===== config.mk =====
export PLATFORM = sky130hd
export DESIGN_NAME = regfile_writeback_flat
export DESIGN_NICKNAME = d
export VERILOG_FILES = /design/src/rtl/regfile_writeback_if.sv /design/src/rtl/regfile_writeback.sv /design/src/flat_wrapper.sv
export SDC_FILE = /design/constraint.sdc
export NUM_CORES = 1
export LEC_CHECK = 0
export ABC_AREA = 1
export ABC_CLOCK_PERIOD_IN_PS = 7800
export CORE_AREA = 5 5 133 135
export CTS_CLUSTER_DIAMETER = 100
export DETAILED_ROUTE_END_ITERATION = 6
export DIE_AREA = 0 0 138 140
export PLACE_DENSITY_LB_ADDON = 0.05
export SYNTH_ARGS = -nofsm -noshare
export SYNTH_HDL_FRONTEND = slang
export SYNTH_SLANG_ARGS = --single-unit

===== constraint.sdc =====
create_clock -name clk -period 7.8 [get_ports clk]
set_clock_uncertainty 0.1 [all_clocks]
set_input_delay 1.95 -clock clk [delete_from_list [all_inputs] [get_ports clk]]
set_output_delay 1.95 -clock clk [all_outputs]
set_load 0.01 [all_outputs]

===== src/rtl/regfile_writeback_if.sv =====
// Signal bundle between regfile_writeback and its neighbours (ALU/load path,
// mul/div unit, decode hazard check, register-file write port).
// Ports: ALU result, mul/div valid/ready push, issue marking, busy lookups,
// registered write-port outputs; bypass lookups when WB_BYPASS_EN is defined.
// Modports: slave = writeback block, master = surrounding pipeline.

interface regfile_writeback_if #(
   parameter int DATA_W = 32,
   parameter int ADDR_W = 5
);
   // ALU/load producer, always accepted
   logic              aluValid;
   logic [ADDR_W-1:0] aluAddr;
   logic [DATA_W-1:0] aluData;

   // mul/div producer, valid/ready handshake
   logic              mdValid;
   logic              mdReady;
   logic [ADDR_W-1:0] mdAddr;
   logic [DATA_W-1:0] mdData;

   // mul/div issue marks the destination pending
   logic              issueValid;
   logic [ADDR_W-1:0] issueAddr;

   // decode hazard lookups
   logic [ADDR_W-1:0] busyAddr1;
   logic [ADDR_W-1:0] busyAddr2;
   logic              busy1;
   logic              busy2;

   // register-file write port
   logic [DATA_W-1:0] dataWrite;
   logic [ADDR_W-1:0] addrWriteReg;
   logic              regWrite;

`ifdef WB_BYPASS_EN
   logic [ADDR_W-1:0] fwdAddr1;
   logic [ADDR_W-1:0] fwdAddr2;
   logic [DATA_W-1:0] fwdData1;
   logic [DATA_W-1:0] fwdData2;
   logic              fwdHit1;
   logic              fwdHit2;
`endif

   modport slave (
      input  aluValid, aluAddr, aluData,
      input  mdValid, mdAddr, mdData,
      output mdReady,
      input  issueValid, issueAddr,
      input  busyAddr1, busyAddr2,
      output busy1, busy2,
      output dataWrite, addrWriteReg, regWrite
`ifdef WB_BYPASS_EN
      ,
      input  fwdAddr1, fwdAddr2,
      output fwdData1, fwdData2, fwdHit1, fwdHit2
`endif
   );

   modport master (
      output aluValid, aluAddr, aluData,
      output mdValid, mdAddr, mdData,
      input  mdReady,
      output issueValid, issueAddr,
      output busyAddr1, busyAddr2,
      input  busy1, busy2,
      input  dataWrite, addrWriteReg, regWrite
`ifdef WB_BYPASS_EN
      ,
      output fwdAddr1, fwdAddr2,
      input  fwdData1, fwdData2, fwdHit1, fwdHit2
`endif
   );

endinterface


===== src/rtl/regfile_writeback.sv =====
// Purpose: register-file write-side controller merging the single-cycle ALU/load
//          path and a FIFO-buffered mul/div path onto one registered write port,
//          plus a pending-register scoreboard for decode hazard stalls.
// Latency: ALU result -> write 1 cycle; mul/div push -> write 2 cycles (no ALU conflict).
// Backpressure: ALU never stalls; mdReady = !full from registered state only.
// Ports: clk, rst (sync active-high), wb (regfile_writeback_if.slave).
// Optional: define WB_BYPASS_EN for combinational forwarding of the write port.

// Generic single-clock FIFO. Occupancy count disambiguates full/empty;
// push_rdy depends on stored state only, so a same-cycle pop never raises it.
module wb_fifo #(
   parameter int WIDTH = 8,
   parameter int DEPTH = 4
) (
   input  logic             clk,
   input  logic             rst,
   input  logic             push_vld,
   output logic             push_rdy,
   input  logic [WIDTH-1:0] push_dat,
   input  logic             pop_req,
   output logic             pop_vld,
   output logic [WIDTH-1:0] pop_dat
);
   localparam int PTR_W = (DEPTH > 1) ? $clog2(DEPTH) : 1;
   localparam logic [PTR_W:0] FULL_CNT = (PTR_W + 1)'(DEPTH);

   logic [PTR_W-1:0] wr_ptr_q, wr_ptr_d;
   logic [PTR_W-1:0] rd_ptr_q, rd_ptr_d;
   logic [PTR_W:0]   count_q,  count_d;
   logic [WIDTH-1:0] mem_q [DEPTH];
   logic             push, pop;

   assign push_rdy = (count_q != FULL_CNT);
   assign pop_vld  = (count_q != '0);
   assign pop_dat  = mem_q[rd_ptr_q];
   assign push     = push_vld && push_rdy;
   assign pop      = pop_req && pop_vld;

   always_comb begin
      wr_ptr_d = wr_ptr_q;
      rd_ptr_d = rd_ptr_q;
      count_d  = count_q;
      // power-of-two depth: pointers wrap by natural overflow
      if (push) wr_ptr_d = wr_ptr_q + PTR_W'(1);
      if (pop)  rd_ptr_d = rd_ptr_q + PTR_W'(1);
      case ({push, pop})
         2'b10:   count_d = count_q + (PTR_W + 1)'(1);
         2'b01:   count_d = count_q - (PTR_W + 1)'(1);
         default: count_d = count_q;
      endcase
   end

   always_ff @(posedge clk) begin
      if (rst) begin
         wr_ptr_q <= '0;
         rd_ptr_q <= '0;
         count_q  <= '0;
      end else begin
         wr_ptr_q <= wr_ptr_d;
         rd_ptr_q <= rd_ptr_d;
         count_q  <= count_d;
      end
   end

   // storage needs no reset: an entry is only read while count says it is live
   always_ff @(posedge clk) begin
      if (push) mem_q[wr_ptr_q] <= push_dat;
   end
endmodule

module regfile_writeback #(
   parameter int DATA_W     = 32,
   parameter int ADDR_W     = 5,
   parameter int FIFO_DEPTH = 4
) (
   input logic                clk,
   input logic                rst,
   regfile_writeback_if.slave wb
);
   localparam int NREG = 1 << ADDR_W;

   typedef struct packed {
      logic [ADDR_W-1:0] addr;
      logic [DATA_W-1:0] dat;
   } md_ent_t;

   // ---------------- mul/div result buffer ----------------
   md_ent_t push_ent;
   md_ent_t head_ent;
   logic    fifo_vld;
   logic    fifo_pop;
   logic    md_rdy;

   assign push_ent = '{addr: wb.mdAddr, dat: wb.mdData};

   wb_fifo #(
      .WIDTH ($bits(md_ent_t)),
      .DEPTH (FIFO_DEPTH)
   ) u_md_fifo (
      .clk      (clk),
      .rst      (rst),
      .push_vld (wb.mdValid),
      .push_rdy (md_rdy),
      .push_dat (push_ent),
      .pop_req  (fifo_pop),
      .pop_vld  (fifo_vld),
      .pop_dat  (head_ent)
   );

   assign wb.mdReady = md_rdy;

   // ---------------- write-port arbitration ----------------
   logic              sel_vld;
   logic [ADDR_W-1:0] sel_addr;
   logic [DATA_W-1:0] sel_dat;

   logic              wr_vld_q,   wr_vld_d;
   logic [ADDR_W-1:0] wr_addr_q,  wr_addr_d;
   logic [DATA_W-1:0] wr_dat_q,   wr_dat_d;
   // remembers which mul/div write is on the port so its pending bit can be
   // released at the edge that ends the write cycle
   logic              clr_vld_q,  clr_vld_d;
   logic [ADDR_W-1:0] clr_addr_q, clr_addr_d;

   always_comb begin
      sel_vld  = 1'b0;
      sel_addr = '0;
      sel_dat  = '0;
      fifo_pop = 1'b0;
      if (wb.aluValid) begin
         sel_vld  = 1'b1;
         sel_addr = wb.aluAddr;
         sel_dat  = wb.aluData;
      end else if (fifo_vld) begin
         fifo_pop = 1'b1;
         sel_vld  = 1'b1;
         sel_addr = head_ent.addr;
         sel_dat  = head_ent.dat;
      end

      // r0 is hardwired: suppress the write entirely, but the pop above still
      // consumes the entry
      wr_vld_d   = sel_vld && (sel_addr != '0);
      wr_addr_d  = wr_vld_d ? sel_addr : '0;
      wr_dat_d   = wr_vld_d ? sel_dat  : '0;

      clr_vld_d  = fifo_pop;
      clr_addr_d = fifo_pop ? head_ent.addr : '0;
   end

   always_ff @(posedge clk) begin
      if (rst) begin
         wr_vld_q   <= 1'b0;
         wr_addr_q  <= '0;
         wr_dat_q   <= '0;
         clr_vld_q  <= 1'b0;
         clr_addr_q <= '0;
      end else begin
         wr_vld_q   <= wr_vld_d;
         wr_addr_q  <= wr_addr_d;
         wr_dat_q   <= wr_dat_d;
         clr_vld_q  <= clr_vld_d;
         clr_addr_q <= clr_addr_d;
      end
   end

   assign wb.regWrite     = wr_vld_q;
   assign wb.addrWriteReg = wr_addr_q;
   assign wb.dataWrite    = wr_dat_q;

   // ---------------- pending-register scoreboard ----------------
   logic [NREG-1:0] pend_q, pend_d;

   always_comb begin
      pend_d = pend_q;
      // clear first so a same-edge re-issue of the register keeps it pending
      if (clr_vld_q) pend_d[clr_addr_q] = 1'b0;
      if (wb.issueValid && (wb.issueAddr != '0)) pend_d[wb.issueAddr] = 1'b1;
   end

   always_ff @(posedge clk) begin
      if (rst) pend_q <= '0;
      else     pend_q <= pend_d;
   end

   // busy stays high through the write cycle, so a regfile read in the first
   // non-busy cycle already sees the new value
   assign wb.busy1 = pend_q[wb.busyAddr1];
   assign wb.busy2 = pend_q[wb.busyAddr2];

`ifdef WB_BYPASS_EN
   // ---------------- write-port forwarding ----------------
   logic fwd_hit1, fwd_hit2;

   assign fwd_hit1    = wr_vld_q && (wr_addr_q == wb.fwdAddr1) && (wb.fwdAddr1 != '0);
   assign fwd_hit2    = wr_vld_q && (wr_addr_q == wb.fwdAddr2) && (wb.fwdAddr2 != '0);
   assign wb.fwdHit1  = fwd_hit1;
   assign wb.fwdHit2  = fwd_hit2;
   assign wb.fwdData1 = fwd_hit1 ? wr_dat_q : '0;
   assign wb.fwdData2 = fwd_hit2 ? wr_dat_q : '0;
`endif

endmodule


===== src/flat_wrapper.sv =====
// flat-port wrapper written by rule: the top's interface ports become plain ports
module regfile_writeback_flat 
#(
   parameter int DATA_W     = 32,
   parameter int ADDR_W     = 5,
   parameter int FIFO_DEPTH = 4
)
  (clk, rst, wb_aluValid, wb_aluAddr, wb_aluData, wb_mdValid, wb_mdAddr, wb_mdData, wb_mdReady, wb_issueValid, wb_issueAddr, wb_busyAddr1, wb_busyAddr2, wb_busy1, wb_busy2, wb_dataWrite, wb_addrWriteReg, wb_regWrite);
  regfile_writeback_if #(.DATA_W(DATA_W), .ADDR_W(ADDR_W)) wb_i ();
  input logic clk;
  input logic rst;
  input wire logic [$bits(wb_i.aluValid)-1:0] wb_aluValid;
  input wire logic [$bits(wb_i.aluAddr)-1:0] wb_aluAddr;
  input wire logic [$bits(wb_i.aluData)-1:0] wb_aluData;
  input wire logic [$bits(wb_i.mdValid)-1:0] wb_mdValid;
  input wire logic [$bits(wb_i.mdAddr)-1:0] wb_mdAddr;
  input wire logic [$bits(wb_i.mdData)-1:0] wb_mdData;
  output wire logic [$bits(wb_i.mdReady)-1:0] wb_mdReady;
  input wire logic [$bits(wb_i.issueValid)-1:0] wb_issueValid;
  input wire logic [$bits(wb_i.issueAddr)-1:0] wb_issueAddr;
  input wire logic [$bits(wb_i.busyAddr1)-1:0] wb_busyAddr1;
  input wire logic [$bits(wb_i.busyAddr2)-1:0] wb_busyAddr2;
  output wire logic [$bits(wb_i.busy1)-1:0] wb_busy1;
  output wire logic [$bits(wb_i.busy2)-1:0] wb_busy2;
  output wire logic [$bits(wb_i.dataWrite)-1:0] wb_dataWrite;
  output wire logic [$bits(wb_i.addrWriteReg)-1:0] wb_addrWriteReg;
  output wire logic [$bits(wb_i.regWrite)-1:0] wb_regWrite;
  assign wb_i.aluValid = wb_aluValid;
  assign wb_i.aluAddr = wb_aluAddr;
  assign wb_i.aluData = wb_aluData;
  assign wb_i.mdValid = wb_mdValid;
  assign wb_i.mdAddr = wb_mdAddr;
  assign wb_i.mdData = wb_mdData;
  assign wb_mdReady = wb_i.mdReady;
  assign wb_i.issueValid = wb_issueValid;
  assign wb_i.issueAddr = wb_issueAddr;
  assign wb_i.busyAddr1 = wb_busyAddr1;
  assign wb_i.busyAddr2 = wb_busyAddr2;
  assign wb_busy1 = wb_i.busy1;
  assign wb_busy2 = wb_i.busy2;
  assign wb_dataWrite = wb_i.dataWrite;
  assign wb_addrWriteReg = wb_i.addrWriteReg;
  assign wb_regWrite = wb_i.regWrite;
  regfile_writeback #(.DATA_W(DATA_W), .ADDR_W(ADDR_W), .FIFO_DEPTH(FIFO_DEPTH)) u_core (.clk(clk), .rst(rst), .wb(wb_i));
endmodule

-- Yosys cells after proc, flatten, opt, wreduce, memory -nomap -nowiden
Memories as Yosys holds them, arrays and structs flattened. A register that Yosys moved wholly into a read port is not among the register bits.
Cells that the tools add are included.
- bits of input ports: 94
- bits in writable memories: 148
- bits in read-only memories: 0
- latch bits: 0
- bits in registers: 83
- memories kept: 1
- $lt $le $gt $ge: 6
- mux-type cells: 22
- bitwise logic cells: 5
- reduce and logical (&&, ||, !) cells: 12
- equal/unequal tests: 3
- $mul: 0
- $add $sub $neg: 4
- divide/modulo/power cells: 0
- shifts and indexed selects: 0
- memories (name ; depth ; width ; read ports ; clocked after memory_dff ; wr ports ; RTL line ; source):
    u_core.u_md_fifo.mem_q ; 4 ; 37 ; 1 ; 1 ; 1 ; regfile_writeback.sv:30 ; logic [WIDTH-1:0] mem_q [DEPTH];
- operators with widths (cell ; count):
    32-bit 2-to-1 mux ; 4
    32-bit AND ; 1
    32-bit inverter ; 1
    32-bit OR ; 1
    5-bit by 6-bit less-than comparator with 1-bit output, second input constant ; 4
    1-bit binary-select mux with 5-bit select ; 2
    1-bit demux with 5-bit select ; 2
    5-bit by 1-bit greater-or-equal comparator with 1-bit output, second input constant ; 2
    5-bit 2-to-1 mux ; 2
    5-bit nonzero test ; 2
    1-bit 2-to-1 mux ; 9
    1-bit logical AND ; 6
    3-bit one-hot mux with 2 select lines ; 1
    2-bit by 1-bit adder with 2-bit output, second input constant ; 2
    2-bit 2-to-1 mux ; 2
    2-bit OR reduction ; 2
    3-bit by 1-bit adder with 3-bit output, second input constant ; 1
    3-bit inequality test, second input constant ; 1
    3-bit nonzero test ; 1
    3-bit by 1-bit subtractor with 3-bit output, second input constant ; 1
    2-bit by 1-bit equality test with 1-bit output, second input constant ; 1
    2-bit equality test, second input constant ; 1
    1-bit inverter ; 2
    2-bit nonzero test ; 1

-- Depth between registers and ports, before layout
Gate-level depths: netlist of the first run.
- word-level depth: 9
- depth in mapped cells: 11
- mapped depth without buffers: 10

-- Modules after synthesis
From an unflattened synthesis of the first run, not the netlist that was laid out.
- cells, all modules: 900
- area total of the unflattened synthesis: 9322.7 um^2
- by module, submodules not included (module ; seq. area each (um^2) ; cells each ; area an instance (um^2) ; instances):
    wb_fifo ; 4624.4 ; 426 ; 5964.5 ; 1
    regfile_writeback ; 1521.5 ; 474 ; 3358.2 ; 1

-- Worst setup path before layout of the first run
No wires, ideal clock.
- path type: in2out
- start point: input wb_busyAddr1[0]
- end point: output wb_busy1
- cell stages on the path: 11
- path buffers: 2
- arrival time: 2.924 ns
- path slack: 2.826 ns
- required time: 5.750 ns
- path through: buf_2 inv_1 buf_2 nand2_1 nand3_1 nand2_1 a21oi_1 o31ai_1 nand2_1 nand2_1 nand2_1
- word-level cells in the longest chain between the ends: 2
- ends and longest elaborated chain (element ; RTL line ; source):
    start, declared ; flat_wrapper.sv:21 ; input wire logic [$bits(wb_i.busyAddr1)-1:0] wb_busyAddr1;
    1-bit binary-select mux with 5-bit select ; regfile_writeback.sv:188 ; assign wb.busy1 = pend_q[wb.busyAddr1];
    1-bit 2-to-1 mux (not written as such) ; regfile_writeback.sv:188 ;
    end, declared ; flat_wrapper.sv:23 ; output wire logic [$bits(wb_i.busy1)-1:0] wb_busy1;
No other way between the ends. The select of a mux whose other input is x is not followed.

-- Final worst setup path of the first run
- start point: input wb_busyAddr2[0]
- end point: output wb_busy2
- word-level cells in the longest chain between the ends: 2
- ends and longest elaborated chain (element ; RTL line ; source):
    start, declared ; flat_wrapper.sv:22 ; input wire logic [$bits(wb_i.busyAddr2)-1:0] wb_busyAddr2;
    1-bit binary-select mux with 5-bit select ; regfile_writeback.sv:189 ; assign wb.busy2 = pend_q[wb.busyAddr2];
    1-bit 2-to-1 mux (not written as such) ; regfile_writeback.sv:189 ;
    end, declared ; flat_wrapper.sv:24 ; output wire logic [$bits(wb_i.busy2)-1:0] wb_busy2;
No other way between the ends. The select of a mux whose other input is x is not followed.

==> metrics.md, run 1 <==
| Metric | Value |
|---|---|
| Total die area | 19300 um2 |
| Vias in the first global route | 6631 |
| CP endpoint | wb_busy2 |
| Max Fclk | 0.157 GHz |
| Via count | 6874 |
| Sw frac | 27.6% |
| Diode count | 0 |
| Critical Path Sink Type | primary output |
| Crit path max fanout | 18 |
| Sequential cell fraction of total power | 44.5% |
| Peak VDD IR | 0.000183 V |
| CTS tree | built |
| Main synth FF type | edfxtp_1 |
| Fill cell count | 1224 |
| DP HPWL | 13200 um |
| Most common cell in the netlist | edfxtp_1 |
| Synth warn | 0 |
| CTS Hold Bufs | 0 |
| Combinational power share | 20.8% |
| Cells after synthesis | 892 |
| IO Pins | 135 |
| Post-CTS Setup Bufs | 0 |
| CTS sink count | 233 |
| Setup TNS | 0 ns |
| Area of the multi-input gates | 2780 um2 |
| Cell count after placement | 1210 |
| Routed vias/inst | 5.48 |
| Share of flip-flops with an asynchronous set or reset | 0% |
| Fin crit period | 6.36 ns |
| R2r endpoint | u_core.wb.dataWrite[9]$_SDFF_PP0_ |
| Non-filler cells, final | 1254 |
| Required time worst endpoint | 5.75 ns |
| Cell area after layout | 11600 um2 |
| GR Overflow Total | 0 |
| Routed length per instance | 16.9 um |
| Dpl cell area | 10800 um2 |
| CTS root buffer | clkbuf_16 |
| Crit path kind | in -> out |
| Max_cap viols | 0 |
| Worst skew pair latency | 0.50 ns |
| Worst R2R Path Depth | 9 |
| First-pass GRT wire length | 34300 um |
| Slew Limit Fails | 0 |
| Layout Nets | 1116 |
| Routed wire length | 21100 um |
| Status | finished, final reports clean |
| Number of H-tree levels | 1 |
| Power Density | 287 nW/um2 |
| Cell Area, Synth | 9290 um2 |
| Tot Pwr | 0.00333 W |
| DR pass1 iterations | 7 |
| Worst Setup SP | wb_busyAddr2[0] |
| Psw | 0.000920 W |
| Seq/Total Area, Yosys | 66.1% |
| Final setup fails | 0 |
| Cell taking the most area after synthesis | edfxtp_1 |
| Starting Density | 56.8% |
| GP Congestion | 0.907 |
| GRT Resource Usage Total | 21.6% |
| Flop2flop setup slack | 5.36 ns |
| Syn nets | 992 |
| I/O Buffers | 134 |
| Synth top cells by count | edfxtp_1, nand2_1, nor2_1 |
| Layout cell share with drive strength beyond 1 | 6.29% |
| #FFs+latches synth | 233 |
| Largest net degree at the start of global routing | 75 |
| DRC viols | 0 |
| Count of flip-flops with a built-in enable after synthesis | 148 |
| Cell Int Power | 0.00241 W |
| Chip height | 140 um |
| Area Growth Syn to Fin | 24.9% |
| Crit path DAT | 4.31 ns |
| Clk buf depth | 3 |
| Post-CTS sizing | 0 |
| Yosys cell types | 27 |
| Leakage | 4.08 nW |
| Reg area | 6150 um2 |
| Crit path launch type | primary input |
| Antenna viol nets, final | 0 |
| Initial antenna violation count | 0 |
| Worst-margin pin slew | 1.10 ns |
| Synth top area share | 47.8% |
| Synth top area cells | edfxtp_1, dfxtp_1, o21ai_0 |
| Final-report hold violation count | 0 |
| Num CTS Buffers | 24 |
| Detailed Route Iter0 Violations | 550 |
| Clk pwr share | 34.7% |
| Unrepaired setup endpoints after global routing | false |
| Clk pin slew, worst setup/hold paths | 0.06 ns |
| Site Rows | 47 |
| Final design utilization | 71.0% |
| Headroom to the max-slew limit | 25.8% |
| Post-Syn Area per Cell | 10.4 um2 |
| Core Area | 16300 um2 |
| Chip width | 138 um |
| Min-delay worst type | reg -> reg |
| Final Cycle Share | 81.5% |
logic make-up (layout without fill, tap and decap cells):
| group | Yosys count | in the layout | share of synthesized area (%) |
|---|---|---|---|
| and+or+nand+nor | 339 | 339 | 15.1 |
| DFF | 233 | 233 | 66.1 |
| AOI/OAI and AO/OA | 223 | 223 | 13.5 |
| buffers and inverters | 91 | 233 | 4.38 |
| adders and majority gates | 6 | 6 | 0.889 |
routing by layer:
layer,global-route usage (%),vias up,wire (um)
met2,38.7,211,10600
met5,0,-,0
li1,-,3396,-
met1,27.3,3241,8760
met3,4.98,26,1500
met4,3.64,0,277
through the flow:
stage          setup WS [ns]  hold WS (ns)
2_1_floorplan           2.83         0.334
3_3_place_gp            1.53         0.378
3_5_place_dp            1.48         0.384
4_1_cts                 1.47         0.395
5_1_grt                 1.23         0.413
6_report                1.44         0.394
sequential cells by signal (all words and copies together) (netlist names), named ones only:
signal	count
u_core.wb.dataWrite	32
u_core.u_md_fifo.wr_ptr_q	2
u_core.wb.regWrite	1
u_core.wb.addrWriteReg	5
u_core.pend_q	32
u_core.u_md_fifo.rd_ptr_q	2
u_core.clr_vld_q	1
u_core.clr_addr_q	5
u_core.u_md_fifo.count_q	3
u_core.u_md_fifo.mem_q	148
layout make-up:
type                    instances  share of cell area [%]
flip-flops and latches        233                    53.0
inverters                      44                    1.42
repair buffers                145                    12.2
clock inverters                11                    1.26
clock buffers                  33                    5.82
multi-input cells             568                    23.9
well taps                     220                    2.37
critical path: stages:
cell	delay, ns
clkdlybuf4s50_1	0.70
inv_1	0.47
nand2_1	0.09
nand3_1	0.08
nand3_1	0.09
nand2_1	0.08
inv_1	0.04
o21ai_0	0.15
nand2_1	0.07
nand2_1	0.06
clkdlybuf4s50_1	0.52
worst min-delay path by stage:
stage | startpoint | end | slack, ns | cells past startpoint
3_5_place_dp | u_core.pend_q[2]$_SDFF_PP0_ | u_core.pend_q[2]$_SDFF_PP0_ | 0.38 | 2
6_report | u_core.pend_q[3]$_SDFF_PP0_ | u_core.pend_q[3]$_SDFF_PP0_ | 0.39 | 2
2_1_floorplan | u_core.pend_q[0]$_SDFF_PP0_ | u_core.pend_q[0]$_SDFF_PP0_ | 0.33 | 2
5_1_grt | u_core.pend_q[0]$_SDFF_PP0_ | u_core.pend_q[0]$_SDFF_PP0_ | 0.41 | 2
4_1_cts | u_core.pend_q[3]$_SDFF_PP0_ | u_core.pend_q[3]$_SDFF_PP0_ | 0.40 | 2
3_3_place_gp | u_core.pend_q[13]$_SDFF_PP0_ | u_core.pend_q[13]$_SDFF_PP0_ | 0.38 | 2
placed cells by master (no fill, tap or decap), types with 2 or more instances in the layout:
| cell type | n |
|---|---|
| nor2_2 | 7 |
| ha_1 | 5 |
| nand2_1 | 139 |
| nor2_4 | 4 |
| clkinvlp_4 | 2 |
| edfxtp_1 | 148 |
| clkinv_1 | 3 |
| dfxtp_1 | 84 |
| a22oi_1 | 32 |
| nand3_1 | 63 |
| clkinv_4 | 2 |
| o22ai_1 | 32 |
| nor3_1 | 13 |
| o31ai_1 | 2 |
| buf_4 | 11 |
| clkbuf_1 | 6 |
| inv_1 | 42 |
| clkbuf_16 | 25 |
| clkdlybuf4s50_1 | 133 |
| clkbuf_8 | 2 |
| nor2_1 | 110 |
| o21ai_0 | 108 |
| bufinv_16 | 3 |
| a21oi_1 | 45 |
power by group through the flow:
stage	clock network, W	logic [W]	registers, W
4_1_cts	0.00118	0.000700	0.00148
2_1_floorplan	0	0.000412	0.00153
6_report	0.00116	0.000693	0.00148
5_1_grt	0.00123	0.000773	0.00149
3_5_place_dp	0	0.000696	0.00151
3_3_place_gp	0	0.000685	0.00151
Note: power is estimated with default switching activity, not from simulation.
==> run 2: changes to the inputs <==
ABC_CLOCK_PERIOD_IN_PS = 6200   (was 7800)
CORE_AREA = 5 5 138 140   (was 5 5 133 135)
DIE_AREA = 0 0 143 145   (was 0 0 138 140)
clock period = 6.2 ns   (was 7.8 ns; I/O delays follow)
==> run 2 against run 1 <==
Utilization shrank 5.3 points; die area grew 7.3%; register-to-register slack lost 2.0 ns; global-route usage shrank 0.86 points; cell count grew 0.88%; total power grew 27%; non-clock buffer count grew 3; worst hold slack gained 0.0042 ns; first-iteration DRC count shrank 8.4%; routed wire length grew 2.3%; worst setup slack lost 0.59 ns; critical endpoint is now wb_busy1; largest power group unchanged.
==> metrics.md, run 2 (synthesis gave the netlist of run 1 again) <==
| Metric | Value |
|---|---|
| Status | finished, final reports clean |
| Critical Path Sink Type | primary output |
| Setup WS pre-CTS | 0.882 ns (-0.595 ns) |
| DRC viols | 0 (unchanged) |
| Crit path launch type | primary input |
| Combinational power share | 20.6% (-0.2 points) |
| Total die area | 20700 um2 (+7.3%) |
| Vias in the first global route | 6674 (+0.65%) |
| Antenna viol nets, final | 0 (unchanged) |
| Via count | 6850 (-0.35%) |
| Largest delay share family, worst path | buffers and inverters |
| Sequential cell fraction of total power | 44.2% (-0.3 points) |
| Min-delay worst type | reg -> reg |
| Crit path kind | in -> out |
| Psw | 0.00117 W (+28%) |
| Crit path max fanout | 11 (-7) |
| Leakage | 4.10 nW (+0.53%) |
| Reg area | 6150 um2 (unchanged) |
| Headroom to the max-slew limit | 21.5% (-4.2 points) |
| IO Pins | 135 (unchanged) |
| Cell Int Power | 0.00305 W (+26%) |
| Routed length per instance | 17.1 um (+1.4%) |
| Initial antenna violation count | 0 (unchanged) |
| Sw frac | 27.8% (+0.19 points) |
| Max Fclk | 0.187 GHz |
| Largest net degree at the start of global routing | 76 (+1.3%) |
| Fill cell count | 1393 (+14%) |
| Final setup fails | 0 (unchanged) |
| First-pass GRT wire length | 34800 um (+1.6%) |
| Hold slack | 0.398 ns (+0.00418 ns) |
| Highest-delay cell along the critical path | clkdlybuf4s50_1 |
| Worst Hold Path Cells | 2 (unchanged) |
| DP HPWL | 13500 um (+2.8%) |
| CP cell instances | clkdlybuf4s50_1, inv_1, nand3_1, nand3_1, nand2_1, inv_1, o21ai_0, nand2_1, nand2_1, clkdlybuf4s50_1 |
| Max reg flops | 148 (unchanged) |
| Crit path depth | 10 (-1) |
| Final-report hold violation count | 0 (unchanged) |
| Worst R2R Path Depth | 11 (+2) |
| Most used cell, CP | nand2_1 |
| Setup TNS | 0 ns (unchanged) |
| Post-CTS sizing | 0 (unchanged) |
| Layout cell share with drive strength beyond 1 | 6.76% (+0.47 points) |
| Detailed Route Iter0 Violations | 504 (-8.4%) |
| Cell count after placement | 1222 (+0.99%) |
| Worst skew pair latency | 0.51 ns (about the same) |
| CTS sink count | 233 (unchanged) |
| Worst-margin pin slew | 1.17 ns (+0.0630 ns) |
| Area of the multi-input gates | 2780 um2 (unchanged) |
| Fin crit period | 5.35 ns |
| Power Density | 363 nW/um2 (+26%) |
| GR Overflow Total | 0 (unchanged) |
| Clk pwr share | 35.2% (+0.5 points) |
| Core Area | 17700 um2 (+8.4%) |
| Non-filler cells, final | 1265 (+0.88%) |
| Chip height | 145 um (+3.6%) |
| Post-CTS Setup Bufs | 0 (unchanged) |
| Routed wire length | 21600 um (+2.3%) |
| Commonest non-fill, non-tap cell in the layout | edfxtp_1 |
| Peak VDD IR | 0.000238 V (+30%) |
| Setup ws final | 0.853 ns (-0.588 ns) |
| Unrepaired setup endpoints after global routing | false |
| Most flops, register | u_core.u_md_fifo.mem_q |
| Diode count | 0 (unchanged) |
| CP peak stage delay | 0.73 ns (+0.03 ns) |
| Chip width | 143 um (+3.6%) |
| Starting Density | 52.4% (-4.4 points) |
| Worst path buffer plus inverter count | 4 (unchanged) |
| Required time worst endpoint | 4.55 ns (-1.20 ns) |
| CTS tree | built |
| Layout Nets | 1119 (+0.27%) |
| Commonest cells after routing, fill and taps aside | edfxtp_1, nand2_1, clkdlybuf4s50_1 |
| I/O Buffers | 134 (unchanged) |
| GRT Resource Usage Total | 20.7% (-0.86 points) |
| DR pass1 iterations | 5 (-2) |
| Crit path DAT | 3.70 ns (-0.61 ns) |
| Slew Limit Fails | 0 (unchanged) |
| CTS Hold Bufs | 0 (unchanged) |
| Number of H-tree levels | 1 (unchanged) |
| GP Congestion | 0.918 (+1.2%) |
| Max_cap viols | 0 (unchanged) |
| CTS root buffer | clkbuf_16 |
| Clk pin slew, worst setup/hold paths | 0.06 ns (about the same) |
| Clk buf depth | 3 (unchanged) |
| Num CTS Buffers | 24 (unchanged) |
| Site Rows | 49 (+4.3%) |
| Tot Pwr | 0.00422 W (+27%) |
| Final Cycle Share | 86.2% |
| Routed vias/inst | 5.42 (-1.2%) |
| Area Growth Syn to Fin | 25.3% |
-- run 2: cell count changes in the layout (fill, tap and decap cells not counted), sizes merged --
cell    before  now
buf         12   15
bufinv       3    4
clkbuf      33   28
clkinv       6    9
-- run 2: final cells by class --
type | instances | share of cell area, %
Clock inverter | 15 | 1.59
Clock buffer | 28 | 5.47
Multi-Input combinational cell | 568 | 23.9
Sequential cell | 233 | 52.8
Inverter | 44 | 1.42
Tap cell | 229 | 2.46
Timing Repair Buffer | 148 | 12.4
-- run 2: worst paths after layout --
kind / slack, ns / end / from
worst min-delay path: 0.40 / u_core.pend_q[0]$_SDFF_PP0_ / u_core.pend_q[0]$_SDFF_PP0_
worst max register to register: 3.34 / u_core.wb.dataWrite[0]$_SDFF_PP0_ / flop
worst max-delay path: 0.85 / wb_busy1 / wb_busyAddr1[1]
worst min register to register: 0.40 / u_core.pend_q[0]$_SDFF_PP0_ / u_core.pend_q[0]$_SDFF_PP0_
-- run 2: metrics by stage --
step | util, % | instance area (um2)
floorplan | - | 9290
global placement | 61.1 | 10800
detailed placement | 61.1 | 10800
CTS | 65.7 | 11600
global route | 65.7 | 11600
finish | 65.7 | 11600
-- run 2: tightest hold or removal path, cell delays in order (launching register included) --
cell     delay, ns
dfxtp_1       0.30
inv_1         0.09
nor3_1        0.06
-- run 2: per-layer routing --
layer	vias to the layer above	GRT usage, %	wire, um
li1	3393	-	-
met2	197	34.5	10300
met4	0	4.56	358
met5	-	0	0
met3	31	4.08	1480
met1	3229	28.3	9500
-- run 2: power groups by stage --
stage          clock network [W]  logic [W]  registers, W
2_1_floorplan                  0   0.000518       0.00192
3_3_place_gp                   0   0.000872       0.00189
3_5_place_dp                   0   0.000879       0.00190
4_1_cts                  0.00151   0.000884       0.00186
5_1_grt                  0.00158   0.000972       0.00188
6_report                 0.00149   0.000871       0.00186
